File: src/rtl/acc_cu_pkg.sv
`default_nettype none
// ============================================================================
//  Module   : acc_cu_pkg
//  Purpose  : Shared definitions for the accumulator CPU control unit:
//             state encodings, opcode values, Asel/ALUop encodings, the
//             control-output bundle and an opcode-to-ALU-function helper.
//  Ports    : none (package)
//  Revision : 1.0 - initial release
// ============================================================================
package acc_cu_pkg;

  // State encodings are externally visible on StateNo.
  typedef enum logic [3:0] {
    ST_START    = 4'b0000,
    ST_FETCH    = 4'b0001,
    ST_DECODE   = 4'b0010,
    ST_EXEC     = 4'b1000,
    ST_IN_WAIT  = 4'b1100,
    ST_IN_REL   = 4'b1101,
    ST_HALT     = 4'b1111
  } state_e;

  // Opcodes 0..7 keep the encodings of the previous 8-opcode unit.
  localparam logic [3:0] OP_LOAD  = 4'h0;
  localparam logic [3:0] OP_STORE = 4'h1;
  localparam logic [3:0] OP_ADD   = 4'h2;
  localparam logic [3:0] OP_SUB   = 4'h3;
  localparam logic [3:0] OP_INPUT = 4'h4;
  localparam logic [3:0] OP_JZ    = 4'h5;
  localparam logic [3:0] OP_JPOS  = 4'h6;
  localparam logic [3:0] OP_HALT  = 4'h7;
  localparam logic [3:0] OP_AND   = 4'h8;
  localparam logic [3:0] OP_OR    = 4'h9;
  localparam logic [3:0] OP_NOT   = 4'hA;
  localparam logic [3:0] OP_INC   = 4'hB;
  localparam logic [3:0] OP_DEC   = 4'hC;
  localparam logic [3:0] OP_JMP   = 4'hD;
  localparam logic [3:0] OP_LOADI = 4'hE;
  localparam logic [3:0] OP_OUT   = 4'hF;

  localparam logic [1:0] ASEL_ALU = 2'b00;
  localparam logic [1:0] ASEL_MEM = 2'b01;
  localparam logic [1:0] ASEL_IN  = 2'b10;
  localparam logic [1:0] ASEL_IMM = 2'b11;

  localparam logic [2:0] ALU_ADD  = 3'b000;
  localparam logic [2:0] ALU_SUB  = 3'b001;
  localparam logic [2:0] ALU_AND  = 3'b010;
  localparam logic [2:0] ALU_OR   = 3'b011;
  localparam logic [2:0] ALU_NOT  = 3'b100;
  localparam logic [2:0] ALU_INC  = 3'b101;
  localparam logic [2:0] ALU_DEC  = 3'b110;
  localparam logic [2:0] ALU_PASS = 3'b111;

  typedef struct packed {
    logic       irload;
    logic       jmpmux;
    logic       pcload;
    logic       meminst;
    logic       memwr;
    logic       aload;
    logic       outload;
    logic       halt;
    logic [1:0] asel;
    logic [2:0] aluop;
  } ctrl_t;

  function automatic logic [2:0] alu_code(input logic [3:0] op);
    case (op)
      OP_ADD:  return ALU_ADD;
      OP_SUB:  return ALU_SUB;
      OP_AND:  return ALU_AND;
      OP_OR:   return ALU_OR;
      OP_NOT:  return ALU_NOT;
      OP_INC:  return ALU_INC;
      OP_DEC:  return ALU_DEC;
      default: return ALU_PASS;
    endcase
  endfunction

endpackage
`default_nettype wire

File: src/rtl/acc_cu_waitcnt.sv
`default_nettype none
// ============================================================================
//  Module   : acc_cu_waitcnt
//  Purpose  : Memory wait-state counter. Restarts from 0 whenever the owning
//             FSM changes state and advances once per cycle until it reaches
//             MEM_LAT, where it holds. `last` marks the final cycle of an
//             access of MEM_LAT+1 cycles.
//  Ports    : clock - rising-edge clock
//             reset - synchronous, active-low
//             clr   - state is changing on this edge; restart the count
//             last  - current cycle is the last cycle of the access
//  Revision : 1.0 - initial release
// ============================================================================
module acc_cu_waitcnt #(
  parameter int unsigned MEM_LAT = 0
) (
  input  logic clock,
  input  logic reset,
  input  logic clr,
  output logic last
);

  localparam logic [3:0] LAST_VAL = 4'(MEM_LAT);

  logic [3:0] cnt_q;
  logic [3:0] cnt_d;

  always_comb begin
    cnt_d = cnt_q;
    if (clr) begin
      cnt_d = 4'd0;
    end else if (cnt_q != LAST_VAL) begin
      cnt_d = cnt_q + 4'd1;
    end
  end

  always_ff @(posedge clock) begin
    if (!reset) begin
      cnt_q <= 4'd0;
    end else begin
      cnt_q <= cnt_d;
    end
  end

  assign last = (cnt_q == LAST_VAL);

endmodule
`default_nettype wire

File: src/rtl/acc_cu_ext.sv
`default_nettype none
// ============================================================================
//  Module   : acc_cu_ext
//  Purpose  : Control unit for the accumulator CPU. Sequences fetch, decode
//             and execute over 16 opcodes with configurable memory wait
//             states, a two-phase INPUT handshake, optional HALT resume and
//             an instruction counter.
//  Ports    : clock, reset (sync, active-low)
//             enter       - user strobe (level)
//             Aeq0, Apos  - accumulator flags
//             IR          - opcode field
//             IRload, JMPmux, PCload, Meminst, MemWr, Aload, OutLoad, Halt,
//             Asel[1:0], ALUop[2:0] - datapath controls
//             StateNo[3:0]          - current state
//             instr_count[CNT_W-1:0] - instructions decoded since reset
//  Revision : 1.0 - initial release
// ============================================================================
module acc_cu_ext
  import acc_cu_pkg::*;
#(
  parameter int unsigned MEM_LAT     = 0,
  parameter int unsigned CNT_W       = 16,
  parameter bit          HALT_RESUME = 1'b0
) (
  input  logic             clock,
  input  logic             reset,
  input  logic             enter,
  input  logic             Aeq0,
  input  logic             Apos,
  input  logic [3:0]       IR,
  output logic             IRload,
  output logic             JMPmux,
  output logic             PCload,
  output logic             Meminst,
  output logic             MemWr,
  output logic             Aload,
  output logic             OutLoad,
  output logic             Halt,
  output logic [1:0]       Asel,
  output logic [2:0]       ALUop,
  output logic [3:0]       StateNo,
  output logic [CNT_W-1:0] instr_count
);

  state_e           state_q, state_d;
  logic [CNT_W-1:0] instr_count_q, instr_count_d;
  logic             wait_clr;
  logic             wait_last;
  logic             is_mem_op;
  ctrl_t            ctl;

  assign is_mem_op = (IR == OP_LOAD) || (IR == OP_STORE);
  assign wait_clr  = (state_d != state_q);

  acc_cu_waitcnt #(
    .MEM_LAT (MEM_LAT)
  ) u_waitcnt (
    .clock (clock),
    .reset (reset),
    .clr   (wait_clr),
    .last  (wait_last)
  );

  // State register
  always_ff @(posedge clock) begin
    if (!reset) begin
      state_q       <= ST_START;
      instr_count_q <= '0;
    end else begin
      state_q       <= state_d;
      instr_count_q <= instr_count_d;
    end
  end

  // Next-state logic
  always_comb begin
    state_d       = state_q;
    instr_count_d = instr_count_q;
    case (state_q)
      ST_START:   state_d = ST_FETCH;
      ST_FETCH:   if (wait_last) state_d = ST_DECODE;
      ST_DECODE: begin
        instr_count_d = instr_count_q + CNT_W'(1);
        if (IR == OP_INPUT)     state_d = ST_IN_WAIT;
        else if (IR == OP_HALT) state_d = ST_HALT;
        else                    state_d = ST_EXEC;
      end
      // One-cycle ops leave immediately; memory ops wait out the access.
      ST_EXEC:    if (!is_mem_op || wait_last) state_d = ST_FETCH;
      ST_IN_WAIT: if (enter) state_d = ST_IN_REL;
      ST_IN_REL:  if (!enter) state_d = ST_FETCH;
      // Resume shares IN_REL so the press must also be released first.
      ST_HALT:    if (HALT_RESUME && enter) state_d = ST_IN_REL;
      default:    state_d = ST_START;
    endcase
  end

  // Output logic
  always_comb begin
    ctl = '0;
    case (state_q)
      ST_FETCH: begin
        if (wait_last) begin
          ctl.irload = 1'b1;
          ctl.pcload = 1'b1;
        end
      end
      ST_DECODE: ctl.meminst = 1'b1;
      ST_EXEC: begin
        case (IR)
          OP_LOAD: begin
            ctl.meminst = 1'b1;
            if (wait_last) begin
              ctl.asel  = ASEL_MEM;
              ctl.aload = 1'b1;
            end
          end
          OP_STORE: begin
            ctl.meminst = 1'b1;
            ctl.memwr   = wait_last;
          end
          OP_ADD, OP_SUB, OP_AND, OP_OR, OP_NOT, OP_INC, OP_DEC: begin
            ctl.asel  = ASEL_ALU;
            ctl.aload = 1'b1;
            ctl.aluop = alu_code(IR);
          end
          OP_LOADI: begin
            ctl.asel  = ASEL_IMM;
            ctl.aload = 1'b1;
          end
          OP_OUT: ctl.outload = 1'b1;
          OP_JMP: begin
            ctl.jmpmux = 1'b1;
            ctl.pcload = 1'b1;
          end
          OP_JZ: begin
            ctl.jmpmux = 1'b1;
            ctl.pcload = Aeq0;
          end
          OP_JPOS: begin
            ctl.jmpmux = 1'b1;
            ctl.pcload = Apos;
          end
          default: ;
        endcase
      end
      ST_IN_WAIT: begin
        ctl.asel  = ASEL_IN;
        ctl.aload = enter;
      end
      ST_HALT: ctl.halt = 1'b1;
      default: ;
    endcase
    // Kill everything during reset so an access cut short never writes.
    if (!reset) begin
      ctl = '0;
    end
  end

  assign IRload      = ctl.irload;
  assign JMPmux      = ctl.jmpmux;
  assign PCload      = ctl.pcload;
  assign Meminst     = ctl.meminst;
  assign MemWr       = ctl.memwr;
  assign Aload       = ctl.aload;
  assign OutLoad     = ctl.outload;
  assign Halt        = ctl.halt;
  assign Asel        = ctl.asel;
  assign ALUop       = ctl.aluop;
  assign StateNo     = state_q;
  assign instr_count = instr_count_q;

endmodule
`default_nettype wire

File: config.mk
export PLATFORM = sky130hd
export DESIGN_NAME = acc_cu_ext
export DESIGN_NICKNAME = d
export VERILOG_FILES = /design/src/rtl/acc_cu_pkg.sv /design/src/rtl/acc_cu_waitcnt.sv /design/src/rtl/acc_cu_ext.sv
export SDC_FILE = /design/constraint.sdc
export NUM_CORES = 1
export LEC_CHECK = 0
export CAP_MARGIN = 0
export CORE_MARGIN = 3
export CORE_UTILIZATION = 43
export DETAILED_ROUTE_END_ITERATION = 12
export PLACE_DENSITY = 0.77
export SLEW_MARGIN = 20
export SYNTH_ARGS = -nofsm -noshare
export SYNTH_HDL_FRONTEND = slang
export SYNTH_SLANG_ARGS = --single-unit
File: constraint.sdc
create_clock -name clock -period 1.9 [get_ports clock]
set_input_delay 0.19 -clock clock [delete_from_list [all_inputs] [get_ports clock]]
set_output_delay 0.19 -clock clock [all_outputs]
set_load 0.02 [all_outputs]
# == Word level (Yosys, flattened, before mapping) ==
# Cells that the tools add are included.
# totals
mem_bits_ro,0
ram_bits,0
in_bits,9
latch_bits,0
ff_bits,24
mem_count,0
# op_classes
bitwise_logic,1
reduce_logical,11
div_mod_pow,0
multipliers,0
n_addsub,2
shifts,0
magnitude_cmp,0
n_eq_ne,22
muxes,28
# ops
operator,count
"4-bit equality test, second input constant",12
4-bit case mux with 7 select lines,1
3-bit case mux with 7 select lines,1
"16-bit by 1-bit adder with 16-bit output, second input constant",1
"4-bit by 3-bit equality test with 1-bit output, second input constant",4
4-bit two-way mux,4
13-bit two-way mux,1
"4-bit by 2-bit equality test with 1-bit output, second input constant",3
4-bit logical NOT,3
3-bit two-way mux,4
1-bit two-way mux,10
"4-bit by 1-bit equality test with 1-bit output, second input constant",2
1-bit case mux with 2 select lines,4
2-bit case mux with 2 select lines,2
8-bit OR reduction,1
7-bit OR reduction,1
2-bit case mux with 3 select lines,1
"4-bit by 1-bit adder with 4-bit output, second input constant",1
4-bit != test,1
4-bit nonzero test,1
2-bit OR reduction,2
1-bit logical OR,2
1-bit logical NOT,1
1-bit inverter,1

# == Depth between registers and ports, before layout ==
# depth
ltp_word,8
depth_mapped,6

# == Hierarchy ==
# A second synthesis with hierarchy kept.
# hier_totals
cells_unflattened,192
area_unflattened_um2,1561.5
# modules_own_cells
mod,area_each_um2,cells_each,n_inst
acc_cu_ext,1330.0,171,1
acc_cu_waitcnt,231.5,21,1

# == Least setup slack after synthesis ==
# No wires, ideal clock.
# synth_timing
path_kind,register -> output
from,register state_q[3] (netlist: StateNo[3])
to,output Aload
path_slack_ns,-0.468
t_arrival_ns,2.178
path_stages_with_launch,6
path_cell_list,dfxtp_1 -> clkbuf_1 -> nor4bb_1 -> nand2b_1 -> a211oi_1 -> a21o_1
# synth_between
elab_chain_len,3
# synth_rtl
element,line,source
from (decl),acc_cu_ext.sv:45,"state_e state_q, state_d;"
from (signal assigned),acc_cu_ext.sv:70,state_q <= state_d;
4-bit equality test,acc_cu_ext.sv:101,case (state_q)
1-bit case mux with 2 select lines *,acc_cu_ext.sv:101,
13-bit two-way mux *,acc_cu_ext.sv:155,if (!reset) begin
to (decl),acc_cu_ext.sv:36,"output logic Aload,"
# Every way passes the cells marked *; elsewhere a longest branch is shown, timed or not.

# == Final worst setup path ==
# layout_timing
from,register state_q[3] (netlist: StateNo[3])
to,register instr_count_q[14] (netlist: instr_count[14])
# layout_between
elab_chain_len,1
# layout_rtl
element,line,source
4-bit by 2-bit equality test with 1-bit output,acc_cu_ext.sv:79,case (state_q)
to (signal assigned),acc_cu_ext.sv:71,instr_count_q <= instr_count_d;
to (decl),acc_cu_ext.sv:46,"logic [CNT_W-1:0] instr_count_q, instr_count_d;"
# No other way between the ends.
# A chain may end at the register's enable or synchronous reset.

==> results <==
- The number of enable flip-flop cells after synthesis is 0.
- The later pin in the worst-skew pair is clocked with a latency of 0.31 ns.
- The remaining routing DRC violations is 0.
- The post-detailed-route via-to-cell ratio is 5.57.
- The starting utilization of the core area is 47.3%.
- The first global-routing pass estimated 7290 um of wire.
- The routability congestion estimate from global placement is 0.884.
- The tool flagged a number of max-cap violations equal to 0.
- The data required time of the critical path is 2.16 ns.
- The netlist uses 42 different library cells.
- Clock tree synthesis found a total of 24 sinks.
- A synthesized cell averages 7.73 sq um.
- In this run the number of cells on the critical path is 5.
- Of all nets on the critical path, the largest fanout is 4.
- Leaving out fill and tap cells, the most frequent cells in the layout are sky130_fd_sc_hd__buf_4, sky130_fd_sc_hd__clkdlybuf4s50_1, sky130_fd_sc_hd__nor2_1.
- The clock skew after layout is 0.00213 ns.
- The startpoint-to-endpoint class of the critical path is flip-flop to flip-flop.
- Subtracting the final worst setup slack from the clock period gives 2.00 ns.
- The total number of yosys warnings is 0.
- The share of the cycle needed by the critical path after routing is 105%.
- Global routing finished with a remaining overflow of 0.
- In this run the clock root is driven by a sky130_fd_sc_hd__clkbuf_4.
- The slowest stage of the critical path belongs to the cell sky130_fd_sc_hd__or4_4.
- In this run the core area contains 20 standard-cell rows.
- Summing the sequential cell areas from Yosys gives 31.7% of the chip area.
- The worst setup path is launched from a flip-flop.
- The combined global-route utilization of all metal layers is 21.2%.
- The most common cell after layout, fill and taps aside is sky130_fd_sc_hd__buf_4.
- Across the VDD grid, the largest voltage drop is 0.000578 V.
- The number of antenna diodes in the final layout is 0.
- The most common flop cell mapped by yosys is sky130_fd_sc_hd__dfxtp_1.
- The maximum clock insertion buffer count is 2.
- Counting every instance in the synthesized netlist gives 196.
- For this design the static power due to leakage is 0.972 nW.
- Fill cells in the final layout number 229.
- The number of global-route vias before repair is 1,608.
- In this run the number of H-tree levels came out at 1.
- In the post-route analysis, the smallest setup slack over all paths is -0.104 ns.
- The run finished, with violations left.
- The chip width is 65.4 um.
- The timing-limited maximum frequency is 499 MHz.
- 42 I/O pins were placed.
- The core region is 3200 sq um.
- The clock-pin slew on the worst setup and hold paths is 0.13 ns.
- For the pin with the worst max-slew slack, the measured transition is 0.352 ns.
- The max-slew violation total from the final report is 0.
- The starting DRC count in detailed routing is 162.
- The number of cells on the worst reg-to-reg path is 5.
- Grouping stages by cell kind, the critical path spends the most delay in simple AND/OR/NAND/NOR gates.
- The post-route netlist has 35.4% of its cells at a drive strength greater than 1.
- The flip-flop and latch count after synthesis is 24.
- The die is 65.4 um tall.
- The die area is 4270 sq um.
- The net count after synthesis is 208.
- The relative area change from synthesis to final layout is 66.1%.
- The number of vias after detailed routing is 1,787.
- The sum of internal, switching and leakage power is 0.00124 W.
- The initial antenna violation count came to 0.
- After legalization and detailed placement, the total HPWL measured 3350 um.
- The post-route antenna net violation count is 0.
- In the final routed layout, each cell accounts on average for 15.6 um.
- The areal power density over the cells is 494 nW/um^2.
- The summed instance area of the synthesized netlist is 1520 sq um.
- The CTS tree is done.
- The number of nets in the layout is 290.
- The total wirelength of the detailed-routed design is 5010 um.
- The worst hold-check path type is flip-flop to flip-flop.
- The number of hold violations in the final report came to 0.
- For this run, asynchronously set or reset flops after synthesis account for 0%.
- Measured against its own limit, the worst slew margin works out to 76.2%.
- Setup repair after global routing could not meet its margin everywhere.
- The first detailed-routing pass ran for 4 iterations.
- The checks that failed: negative setup slack.
- The largest net degree at the start of global routing is 14.
- Traced cell by cell, the critical path runs through buf_6, or4b_4, or4_4, or3_4, a21oi_2.
- The largest single stage delay on the critical path is 0.55 ns.
- The count of buffers inserted at the top-level ports is 41.
- Counting both buffers and inverters, the worst setup path holds a total of 1.
- The post-route setup TNS is -0.362 ns.
- Clock tree synthesis inserted a total of 3 buffers.
- The number of setup violations in the final report is 7.
- The kind of capture point of the worst setup path is a flip-flop.
- For the worst setup path, the data arrival time is 2.27 ns.
- The worst hold path passes through 2 cells.
## state kept, by name, summed over array words and instances (netlist names)
name / flops
instr_count: 16
StateNo: 4
u_waitcnt.cnt_q: 4
## cell type report
class	instances	area [sq um]	area share [%]
multi-input cells	152	1150	45.7
repair buffers	90	754	30.0
flip-flops and latches	24	493	19.6
well taps	44	55.1	2.19
clock buffers	4	36.3	1.44
inverters	7	26.3	1.04
## per-layer routing
layer  vias to the layer above  GRT usage [%]  part of all wire (%)
li1                        868              -                     -
met3                         8           3.08                   4.5
met1                       853           30.3                    43
met4                         0           2.59                   1.4
met2                        58           34.8                    51
met5                         -              0                     0
## where the power goes
| part | switching [W] | internal [W] |
|---|---|---|
| Combinational | 0.000229 | 0.000209 |
| Clock | 0.000153 | 0.000117 |
| Sequential | 0.0000178 | 0.000517 |
| Total | 0.000399 | 0.000844 |
## tightest hold or removal path: cells and delay by family, from the launching register on
family | cells | cell delay (ns)
AOI/OAI and AO/OA | 2 | 0.12
DFF | 1 | 0.35
## synthesized netlist by cell type (5+ instances only)
cell                       instances  area, sq um
sky130_fd_sc_hd__nand3_1           8         40.0
sky130_fd_sc_hd__dfxtp_1          24          480
sky130_fd_sc_hd__nor3_1            6         30.0
sky130_fd_sc_hd__o21ai_0          11         55.1
sky130_fd_sc_hd__xor2_1            5         43.8
sky130_fd_sc_hd__clkbuf_1         11         41.3
sky130_fd_sc_hd__nor4_1            5         31.3
sky130_fd_sc_hd__a21oi_1          13         65.1
sky130_fd_sc_hd__nand4_1           5         31.3
sky130_fd_sc_hd__nor2_1           23         86.3
sky130_fd_sc_hd__xnor2_1           7         61.3
sky130_fd_sc_hd__inv_1             7         26.3
sky130_fd_sc_hd__and3_1            5         31.3
sky130_fd_sc_hd__nand2_1          13         48.8
## path summary, 6_finish.rpt
| path | slack [ns] | endpoint | start |
|---|---|---|---|
| max | -0.10 | instr_count[14] | StateNo[3] |
| min | 0.50 | instr_count[15] | instr_count[15] |
| max reg2reg | -0.10 | instr_count[14] | StateNo[3] |
| min reg2reg | 0.50 | instr_count[15] | instr_count[15] |
## cell families (layout without fill, tap and decap cells)
logic type | count (synthesis) | after routing | share of synthesized area [%]
XOR/XNOR | 12 | 12 | 6.94
AND/OR/NAND/NOR | 92 | 92 | 33.9
adder cells (fa/ha/maj) | 3 | 3 | 2.48
buffers and inverters | 20 | 101 | 5.95
flip-flops | 24 | 24 | 31.7
AO/OA/AOI/OAI | 43 | 43 | 17.8
multiplexers | 2 | 2 | 1.32
## metrics by stage
step | hold slack (ns) | area (sq um) | util (%) | cells | worst slack [ns]
5_1_grt | 0.520 | 2520 | 78.6 | 321 | -0.196
6_report | 0.501 | 2520 | 78.6 | 321 | -0.104
3_3_place_gp | 0.472 | 2280 | 71.3 | 311 | -0.363
2_1_floorplan | 0.308 | 1560 | - | 196 | -0.244
3_5_place_dp | 0.487 | 2280 | 71.3 | 311 | -0.406
4_1_cts | 0.505 | 2330 | 72.9 | 317 | -0.137
## what timing repair did
item / in CTS / in global routing
resized for setup: 56 / 38
setup endpoints to repair: 18 / 20
hold buffers: 0 / 0
pin swaps: 1 / 6
setup buffers: 2 / 4
Note: power is estimated with default switching activity, not from simulation.
